$ cat src/rtl/memory_access_pkg.sv
// Shared definitions for the memory-access stage: pipeline word field
// positions, the memory opcodes, the stage FSM encoding and a helper that
// builds the writeback word for one load-multiple beat.
package memory_access_pkg;

  localparam int PIPE_WORD_W = 41;
  localparam int PIPE_DATA_W = 16;

  // Pipeline word fields
  localparam int F_VALID   = 40;
  localparam int F_DEST_HI = 39;
  localparam int F_DEST_LO = 37;
  localparam int F_MASK_HI = 36;
  localparam int F_MASK_LO = 29;
  localparam int F_OP_HI   = 25;
  localparam int F_OP_LO   = 22;
  localparam int F_RWE     = 21;

  localparam logic [3:0] OP_LW = 4'b0100;
  localparam logic [3:0] OP_SW = 4'b0101;
  localparam logic [3:0] OP_LM = 4'b0110;
  localparam logic [3:0] OP_SM = 4'b0111;

  typedef enum logic [1:0] {
    ST_IDLE   = 2'd0,
    ST_ACCESS = 2'd1,
    ST_MULTI  = 2'd2
  } ma_state_t;

  // Writeback word for one LM beat: valid, destination register, original
  // mask, LM opcode, register-write enabled, loaded data in the low field.
  function automatic logic [PIPE_WORD_W-1:0] make_lm_word(
    input logic [2:0]             dest,
    input logic [7:0]             mask,
    input logic [PIPE_DATA_W-1:0] data
  );
    logic [PIPE_WORD_W-1:0] w;
    w = '0;
    w[F_VALID]             = 1'b1;
    w[F_DEST_HI:F_DEST_LO] = dest;
    w[F_MASK_HI:F_MASK_LO] = mask;
    w[F_OP_HI:F_OP_LO]     = OP_LM;
    w[F_RWE]               = 1'b1;
    w[PIPE_DATA_W-1:0]     = data;
    return w;
  endfunction

endpackage

$ cat src/rtl/memory_access_if.sv
// Data-memory bus between the memory-access stage (master) and the data
// memory (slave).
//   req   : transaction request, held until ready
//   we    : 1 = write, 0 = read (valid with req)
//   addr  : word address
//   wdata : write data
//   rdata : read data, valid while ready=1
//   ready : transaction accepted/complete this cycle
interface memory_access_if #(
  parameter int DATA_W = 16
);
  logic              req;
  logic              we;
  logic [DATA_W-1:0] addr;
  logic [DATA_W-1:0] wdata;
  logic [DATA_W-1:0] rdata;
  logic              ready;

  modport master (
    output req, we, addr, wdata,
    input  rdata, ready
  );

  modport slave (
    input  req, we, addr, wdata,
    output rdata, ready
  );
endinterface

$ cat src/rtl/memory_access_lm_sm_sequencer.sv
// Register sequencer for load/store-multiple.
// Ports:
//   clk, rst : clock, synchronous active-high reset
//   mask     : remaining register mask, mask[7] selects R0 ... mask[0] R7
//   start    : new LM/SM captured; restart the offset count at 0
//   step     : current register serviced; advance the offset
//   next_reg : lowest-numbered register still selected
//   offset   : number of registers already serviced (address offset)
//   last     : exactly one register remains selected
module lm_sm_sequencer (
  input  logic       clk,
  input  logic       rst,
  input  logic [7:0] mask,
  input  logic       start,
  input  logic       step,
  output logic [2:0] next_reg,
  output logic [2:0] offset,
  output logic       last
);

  logic [2:0] offset_q;
  logic       found;

  // Priority encoder: mask is MSB-first, so R0 sits in bit 7.
  always_comb begin
    next_reg = '0;
    found    = 1'b0;
    for (int i = 0; i < 8; i++) begin
      if (mask[7-i] && !found) begin
        next_reg = 3'(i);
        found    = 1'b1;
      end
    end
  end

  // Clearing the lowest set bit leaves zero only for a one-hot mask.
  assign last = (mask != 8'd0) && ((mask & (mask - 8'd1)) == 8'd0);

  always_ff @(posedge clk) begin
    if (rst || start) begin
      offset_q <= '0;
    end else if (step) begin
      offset_q <= offset_q + 3'd1;
    end
  end

  assign offset = offset_q;

endmodule

$ cat src/rtl/memory_access.sv
// Memory-access pipeline stage between the execute->memaccess FIFO and the
// memaccess->writeback FIFO. ALU ops pass through with one cycle of latency,
// LW/SW perform one data-memory transaction, LM/SM perform one transaction
// per register selected in an 8-bit mask. Upstream is stalled while busy.
// Ports:
//   clk, rst   : clock, synchronous active-high reset
//   instr_in   : pipeline word from the exe_memaccess FIFO
//   st_data    : store data for SW, valid with instr_in
//   rf_rd_addr : register-file read address for SM data
//   rf_rd_data : register-file read data (combinational from rf_rd_addr)
//   mem        : data-memory bus (master side)
//   instr_out  : registered word to the memaccess_wb FIFO
//   stall      : upstream must hold instr_in
module memory_access
  import memory_access_pkg::*;
#(
  parameter int WORD_W = PIPE_WORD_W,
  parameter int DATA_W = PIPE_DATA_W
) (
  input  logic              clk,
  input  logic              rst,
  input  logic [WORD_W-1:0] instr_in,
  input  logic [DATA_W-1:0] st_data,
  output logic [2:0]        rf_rd_addr,
  input  logic [DATA_W-1:0] rf_rd_data,
  memory_access_if.master   mem,
  output logic [WORD_W-1:0] instr_out,
  output logic              stall
);

  ma_state_t         state;
  logic [WORD_W-1:0] word_q;
  logic [DATA_W-1:0] wdata_q;
  logic [7:0]        mask_q;

  logic              in_valid;
  logic [3:0]        in_op;
  logic [7:0]        in_mask;
  logic              in_single;
  logic              in_multi;
  logic              capture_single;
  logic              capture_multi;

  logic [3:0]        op_q;
  logic              is_sw_q;
  logic              is_sm_q;
  logic [WORD_W-1:0] access_word;

  logic [2:0]        seq_reg;
  logic [2:0]        seq_offset;
  logic              seq_last;
  logic              seq_step;

  assign in_valid  = instr_in[F_VALID];
  assign in_op     = instr_in[F_OP_HI:F_OP_LO];
  assign in_mask   = instr_in[F_MASK_HI:F_MASK_LO];
  assign in_single = (in_op == OP_LW) || (in_op == OP_SW);
  assign in_multi  = (in_op == OP_LM) || (in_op == OP_SM);

  assign capture_single = (state == ST_IDLE) && in_valid && in_single;
  assign capture_multi  = (state == ST_IDLE) && in_valid && in_multi && (in_mask != 8'd0);

  assign op_q    = word_q[F_OP_HI:F_OP_LO];
  assign is_sw_q = (op_q == OP_SW);
  assign is_sm_q = (op_q == OP_SM);

  assign seq_step = (state == ST_MULTI) && mem.ready;

  lm_sm_sequencer u_seq (
    .clk      (clk),
    .rst      (rst),
    .mask     (mask_q),
    .start    (capture_multi),
    .step     (seq_step),
    .next_reg (seq_reg),
    .offset   (seq_offset),
    .last     (seq_last)
  );

  // Completion word for LW/SW: LW returns the loaded data with register
  // write forced on; SW never writes a register.
  always_comb begin
    access_word = word_q;
    if (op_q == OP_LW) begin
      access_word[DATA_W-1:0] = mem.rdata;
      access_word[F_RWE]      = 1'b1;
    end else begin
      access_word[F_RWE]      = 1'b0;
    end
  end

  // Memory bus, register-file read and stall are combinational from the
  // registered state. stall is raised in the capture cycle so the FIFO holds
  // the word, and dropped in the completing cycle so it advances on that edge.
  always_comb begin
    mem.req    = 1'b0;
    mem.we     = 1'b0;
    mem.addr   = '0;
    mem.wdata  = '0;
    rf_rd_addr = '0;
    stall      = 1'b0;
    unique case (state)
      ST_IDLE: begin
        stall = capture_single || capture_multi;
      end
      ST_ACCESS: begin
        mem.req   = 1'b1;
        mem.we    = is_sw_q;
        mem.addr  = word_q[DATA_W-1:0];
        mem.wdata = is_sw_q ? wdata_q : '0;
        stall     = !mem.ready;
      end
      ST_MULTI: begin
        mem.req  = 1'b1;
        mem.we   = is_sm_q;
        // Address wraps modulo 2^DATA_W.
        mem.addr = word_q[DATA_W-1:0] + DATA_W'(seq_offset);
        if (is_sm_q) begin
          rf_rd_addr = seq_reg;
          mem.wdata  = rf_rd_data;
        end
        stall = !(mem.ready && seq_last);
      end
      default: begin
        stall = 1'b0;
      end
    endcase
  end

  always_ff @(posedge clk) begin
    if (rst) begin
      state     <= ST_IDLE;
      instr_out <= '0;
      word_q    <= '0;
      wdata_q   <= '0;
      mask_q    <= '0;
    end else begin
      // Every cycle without a result emits a bubble.
      instr_out <= '0;
      unique case (state)
        ST_IDLE: begin
          if (in_valid) begin
            if (in_single) begin
              word_q  <= instr_in;
              wdata_q <= st_data;
              state   <= ST_ACCESS;
            end else if (in_multi) begin
              if (in_mask != 8'd0) begin
                word_q <= instr_in;
                mask_q <= in_mask;
                state  <= ST_MULTI;
              end
            end else begin
              instr_out <= instr_in;
            end
          end
        end
        ST_ACCESS: begin
          if (mem.ready) begin
            instr_out <= access_word;
            state     <= ST_IDLE;
          end
        end
        ST_MULTI: begin
          if (mem.ready) begin
            mask_q <= mask_q & ~(8'h80 >> seq_reg);
            if (!is_sm_q) begin
              instr_out <= make_lm_word(seq_reg, word_q[F_MASK_HI:F_MASK_LO], mem.rdata);
            end
            if (seq_last) begin
              state <= ST_IDLE;
            end
          end
        end
        default: begin
          state <= ST_IDLE;
        end
      endcase
    end
  end

endmodule

$ cat src/flat_wrapper.sv
// flat-port wrapper written by rule: the top's interface ports become plain ports
module memory_access_flat import memory_access_pkg::*;
#(
  parameter int WORD_W = PIPE_WORD_W,
  parameter int DATA_W = PIPE_DATA_W
)
  (clk, rst, instr_in, st_data, rf_rd_addr, rf_rd_data, instr_out, stall, mem_req, mem_we, mem_addr, mem_wdata, mem_rdata, mem_ready);
  memory_access_if #(.DATA_W(DATA_W)) mem_i ();
  input  logic clk;
  input  logic rst;
  input  logic [WORD_W-1:0] instr_in;
  input  logic [DATA_W-1:0] st_data;
  output logic [2:0] rf_rd_addr;
  input  logic [DATA_W-1:0] rf_rd_data;
  output logic [WORD_W-1:0] instr_out;
  output logic stall;
  output wire logic [$bits(mem_i.req)-1:0] mem_req;
  output wire logic [$bits(mem_i.we)-1:0] mem_we;
  output wire logic [$bits(mem_i.addr)-1:0] mem_addr;
  output wire logic [$bits(mem_i.wdata)-1:0] mem_wdata;
  input wire logic [$bits(mem_i.rdata)-1:0] mem_rdata;
  input wire logic [$bits(mem_i.ready)-1:0] mem_ready;
  assign mem_req = mem_i.req;
  assign mem_we = mem_i.we;
  assign mem_addr = mem_i.addr;
  assign mem_wdata = mem_i.wdata;
  assign mem_i.rdata = mem_rdata;
  assign mem_i.ready = mem_ready;
  memory_access #(.WORD_W(WORD_W), .DATA_W(DATA_W)) u_core (.clk(clk), .rst(rst), .instr_in(instr_in), .st_data(st_data), .rf_rd_addr(rf_rd_addr), .rf_rd_data(rf_rd_data), .mem(mem_i), .instr_out(instr_out), .stall(stall));
endmodule
$ cat config.mk
export PLATFORM = sky130hd
export DESIGN_NAME = memory_access_flat
export DESIGN_NICKNAME = d
export VERILOG_FILES = /design/src/rtl/memory_access_pkg.sv /design/src/rtl/memory_access_if.sv /design/src/rtl/memory_access_lm_sm_sequencer.sv /design/src/rtl/memory_access.sv /design/src/flat_wrapper.sv
export SDC_FILE = /design/constraint.sdc
export NUM_CORES = 1
export LEC_CHECK = 0
export CORE_ASPECT_RATIO = 1.75
export CORE_MARGIN = 3
export CORE_UTILIZATION = 30
export DETAILED_ROUTE_END_ITERATION = 8
export PLACE_DENSITY = 0.64
export SKIP_CTS_REPAIR_TIMING = 1
export SYNTH_ARGS = -nofsm -noshare
export SYNTH_HDL_FRONTEND = slang
export SYNTH_SLANG_ARGS = --single-unit
$ cat constraint.sdc
create_clock -name clk -period 3.2 [get_ports clk]
set_input_delay 0.8 -clock clk [delete_from_list [all_inputs] [get_ports clk]]
set_output_delay 0.8 -clock clk [all_outputs]
set_load 0.005 [all_outputs]
==> impl_metrics.csv <==
group,metric,value,unit
logic_synthesis,ys_ff_latch,110,
critical_path,crit_fanout,2,
placement,numPortBuffers,170,
logic_synthesis,synth_ff_type,"dfxtp_1",
drt,postRouteWirelength,17600,um
placement,post-dp-hpwl,12800,um
critical_path,crit_path_max_incr_delay,590,ps
worst_hold_path,hp-class,"reg2reg",
critical_path,critical-path-top-delay-family,"simple AND/OR/NAND/NOR gates",
placement,place_ws,-642.8,ps
clocking,cts_buffers,9,
logic_synthesis,ys_seq_area_share,42.39,%
global_routing,grt.total_usage,18.38,%
global_routing,grt_pass1_vias,5449,
logic_synthesis,syn_area,5195,um2
layout,syn2layout_area_growth,51.71,%
clocking,clk_pin_slew_worst_paths,70,ps
layout,stdcell_count,1079,
drt,drtIter0Drc,292,
placement,place_inst,1056,
layout,final_util,46.50,%
critical_path,start_kind,"input pin",
timing,slew_violations,0,
global_routing,antenna_found_initial,1,
logic_synthesis,synth_edf_count,0,
timing,setup_slack,-173.1,ps
drt,num_vias,5501,
drt,wl_per_cell,16.31,um
floorplanning,pin_count,171,
logic_synthesis,async_flop_share,0,%
layout,nFillCells,1660,
critical_path,path_cells,"clkdlybuf4s50_1 -> or4_4 -> o31ai_4 -> nand2_2 -> buf_4 -> nor2_1 -> nor3_1 -> clkbuf_2",
logic_synthesis,synth_nets,760,
status,status,"finished, violations left",
logic_synthesis,ys_warn_count,0,
power_and_ir_drop,p_per_area,438.4,nW/um2
drt,via_per_inst,5.098,
timing,max_freq,296.5,MHz
critical_path,required,2400,ps
clocking,cts_max_path_buffers,2,
critical_path,worst_path_max_delay_cell,"or4_4",
drt,route.detailed.drc,0,
timing,rsz0062_at_grt,"true",
clocking,htree_levels,3,
placement,place_area,7391,um2
timing,slew_headroom,30.80,%
logic_synthesis,synth.avg_cell_area,7.883,um2
critical_path,path_buf_inv,3,
clocking,numClockSinks,110,
timing,setup_violations,1,
timing,hold_viol,0,
power_and_ir_drop,ir_drop,0.0002792,V
layout,nets,947,
floorplanning,die_w,105.5,um
global_routing,grt_pass1_wl,28230,um
drt,first_pass_iters,5,
floorplanning,core,16950,um2
layout,fin_area,7881,um2
floorplanning,row_count,63,
timing,fin_crit_sh,105.4,%
critical_path,arrival,2570,ps
status,failed_checks,"setup timing",
clocking,cts_tree,"yes",
power_and_ir_drop,leakagePower,0.003032,uW
layout,drive_gt1_share,13.51,%
timing,skew,12.66,ps
drt,ant_nets,0,
clocking,clkLatencyLatePin,360,ps
timing,min_period,3373,ps
timing,holdWs,455.0,ps
clocking,cts-root-buf,"clkbuf_16",
placement,gp_congestion,0.8292,
run,cap_viol_max_count,0,
critical_path,crit_type,"in2out",
global_routing,grt_overflow,0,
logic_synthesis,synthCells,659,
logic_synthesis,synthDistinctLibCells,59,
floorplanning,start_util,30.65,%
floorplanning,die_area,18990,um2
critical_path,endpoint_kind,"output port",
floorplanning,die_h,180.1,um
timing,worst_slew_pin_slew,1036,ps
global_routing,grt_max_degree,42,
[path summary, 6_finish.rpt]
check / slack, ps / endpoint / from / cells after the start
worst max-delay path: -170 / stall / instr_in[30] / 8
worst min-delay path: 450 / u_core.word_q[33] / u_core.word_q[33] / 2
worst max register to register: 890 / u_core.mask_q[0] / u_core.state[1] / 9
worst min register to register: 450 / u_core.word_q[33] / u_core.word_q[33] / 2
[layout make-up]
cell class	count	area [um2]	area share [%]
Clock buffer	9	225.2	2.858
Tap cell	227	284.0	3.604
Multi-Input combinational cell	486	2839	36.02
Sequential cell	110	2212	28.07
Inverter	11	41.29	0.5239
Antenna cell	1	2.502	0.03175
Clock inverter	7	101.3	1.286
Timing Repair Buffer	228	2176	27.61
[tightest hold or removal path, delay by kind of cell (launching register included)]
family | cells | cell delay, ps
AO/OA/AOI/OAI | 1 | 50
AND/OR/NAND/NOR | 1 | 50
flip-flops | 1 | 310
[sequential cells by signal, summed over array words and instances, names as in the netlist]
| name | cells |
|---|---|
| u_core.instr_out | 41 |
| u_core.mask_q | 8 |
| u_core.state | 2 |
| u_core.u_seq.offset | 3 |
| u_core.wdata_q | 16 |
| u_core.word_q | 40 |
[layer usage]
metal,routed length [um],up-vias,global-route usage (%)
met4,672,0,7.987
li1,-,2716,-
met5,0,-,0
met1,6692,2592,19.70
met3,808,34,3.550
met2,9428,159,34.28
[layout by cell type, fill, tap and decap left out, types with 5 or more instances in the layout]
cell	synthesis	routed
nand3_1	13	13
a31oi_1	6	6
nor2_1	92	91
a211oi_1	8	7
nand4_1	5	5
inv_1	10	8
dfxtp_1	110	104
nor3_1	8	6
o21ai_0	11	10
and2_1	5	5
or4_4	2	5
clkdlybuf4s50_1	0	155
and3_1	5	5
a222oi_1	19	19
dlymetal6s2s_1	0	13
dfxtp_2	0	5
buf_4	0	56
ha_1	8	5
clkbuf_16	0	9
a22oi_1	38	38
a21oi_1	66	64
nand2_1	121	119
nand2b_1	7	7
[cell families after synthesis]
kind of cell | Yosys count | synth area share (%)
AND/OR/NAND/NOR | 294 | 25.60
AO/OA/AOI/OAI | 177 | 23.87
flip-flops | 110 | 42.39
buffers and inverters | 63 | 4.721
adder cells (fa/ha/maj) | 9 | 2.312
XOR/XNOR | 3 | 0.5059
multiplexers | 3 | 0.6021
[cells in the mapped netlist (all sizes together) (4+ instances only)]
cell	count	area, um2
a211oi	8	60.06
a21o	4	30.03
a21oi	66	330.3
a222oi	19	190.2
a22oi	38	285.3
a31oi	6	37.54
and2	7	46.30
and3	5	31.28
buf	12	53.80
clkbuf	40	150.1
dfxtp	110	2202
ha	8	100.1
inv	10	37.54
nand2	121	454.2
nand2b	7	43.79
nand3	13	65.06
nand4	5	31.28
nor2	92	345.3
nor2b	4	25.02
nor3	8	40.04
nor3b	5	37.54
nor4	4	25.02
o21ai	11	55.05
or3	4	25.02
or4	7	60.06
[where the power goes]
group / leakage [uW] / internal, uW / switching, uW / total, uW
Clock: 0.000164 / 698 / 544 / 1240
Sequential: 0.000898 / 1440 / 43.6 / 1480
Combinational: 0.00197 / 369 / 359 / 729
Total: 0.00303 / 2510 / 947 / 3460
[metrics by stage]
step	TNS, ps	total power [uW]
after floorplan	0	1852
after global placement	-652.5	2217
after detailed placement	-642.8	2225
after CTS	-3245	3474
after global routing	-242.2	3629
final	-173.1	3455
No activity file was read; power rests on OpenSTA's default activity.
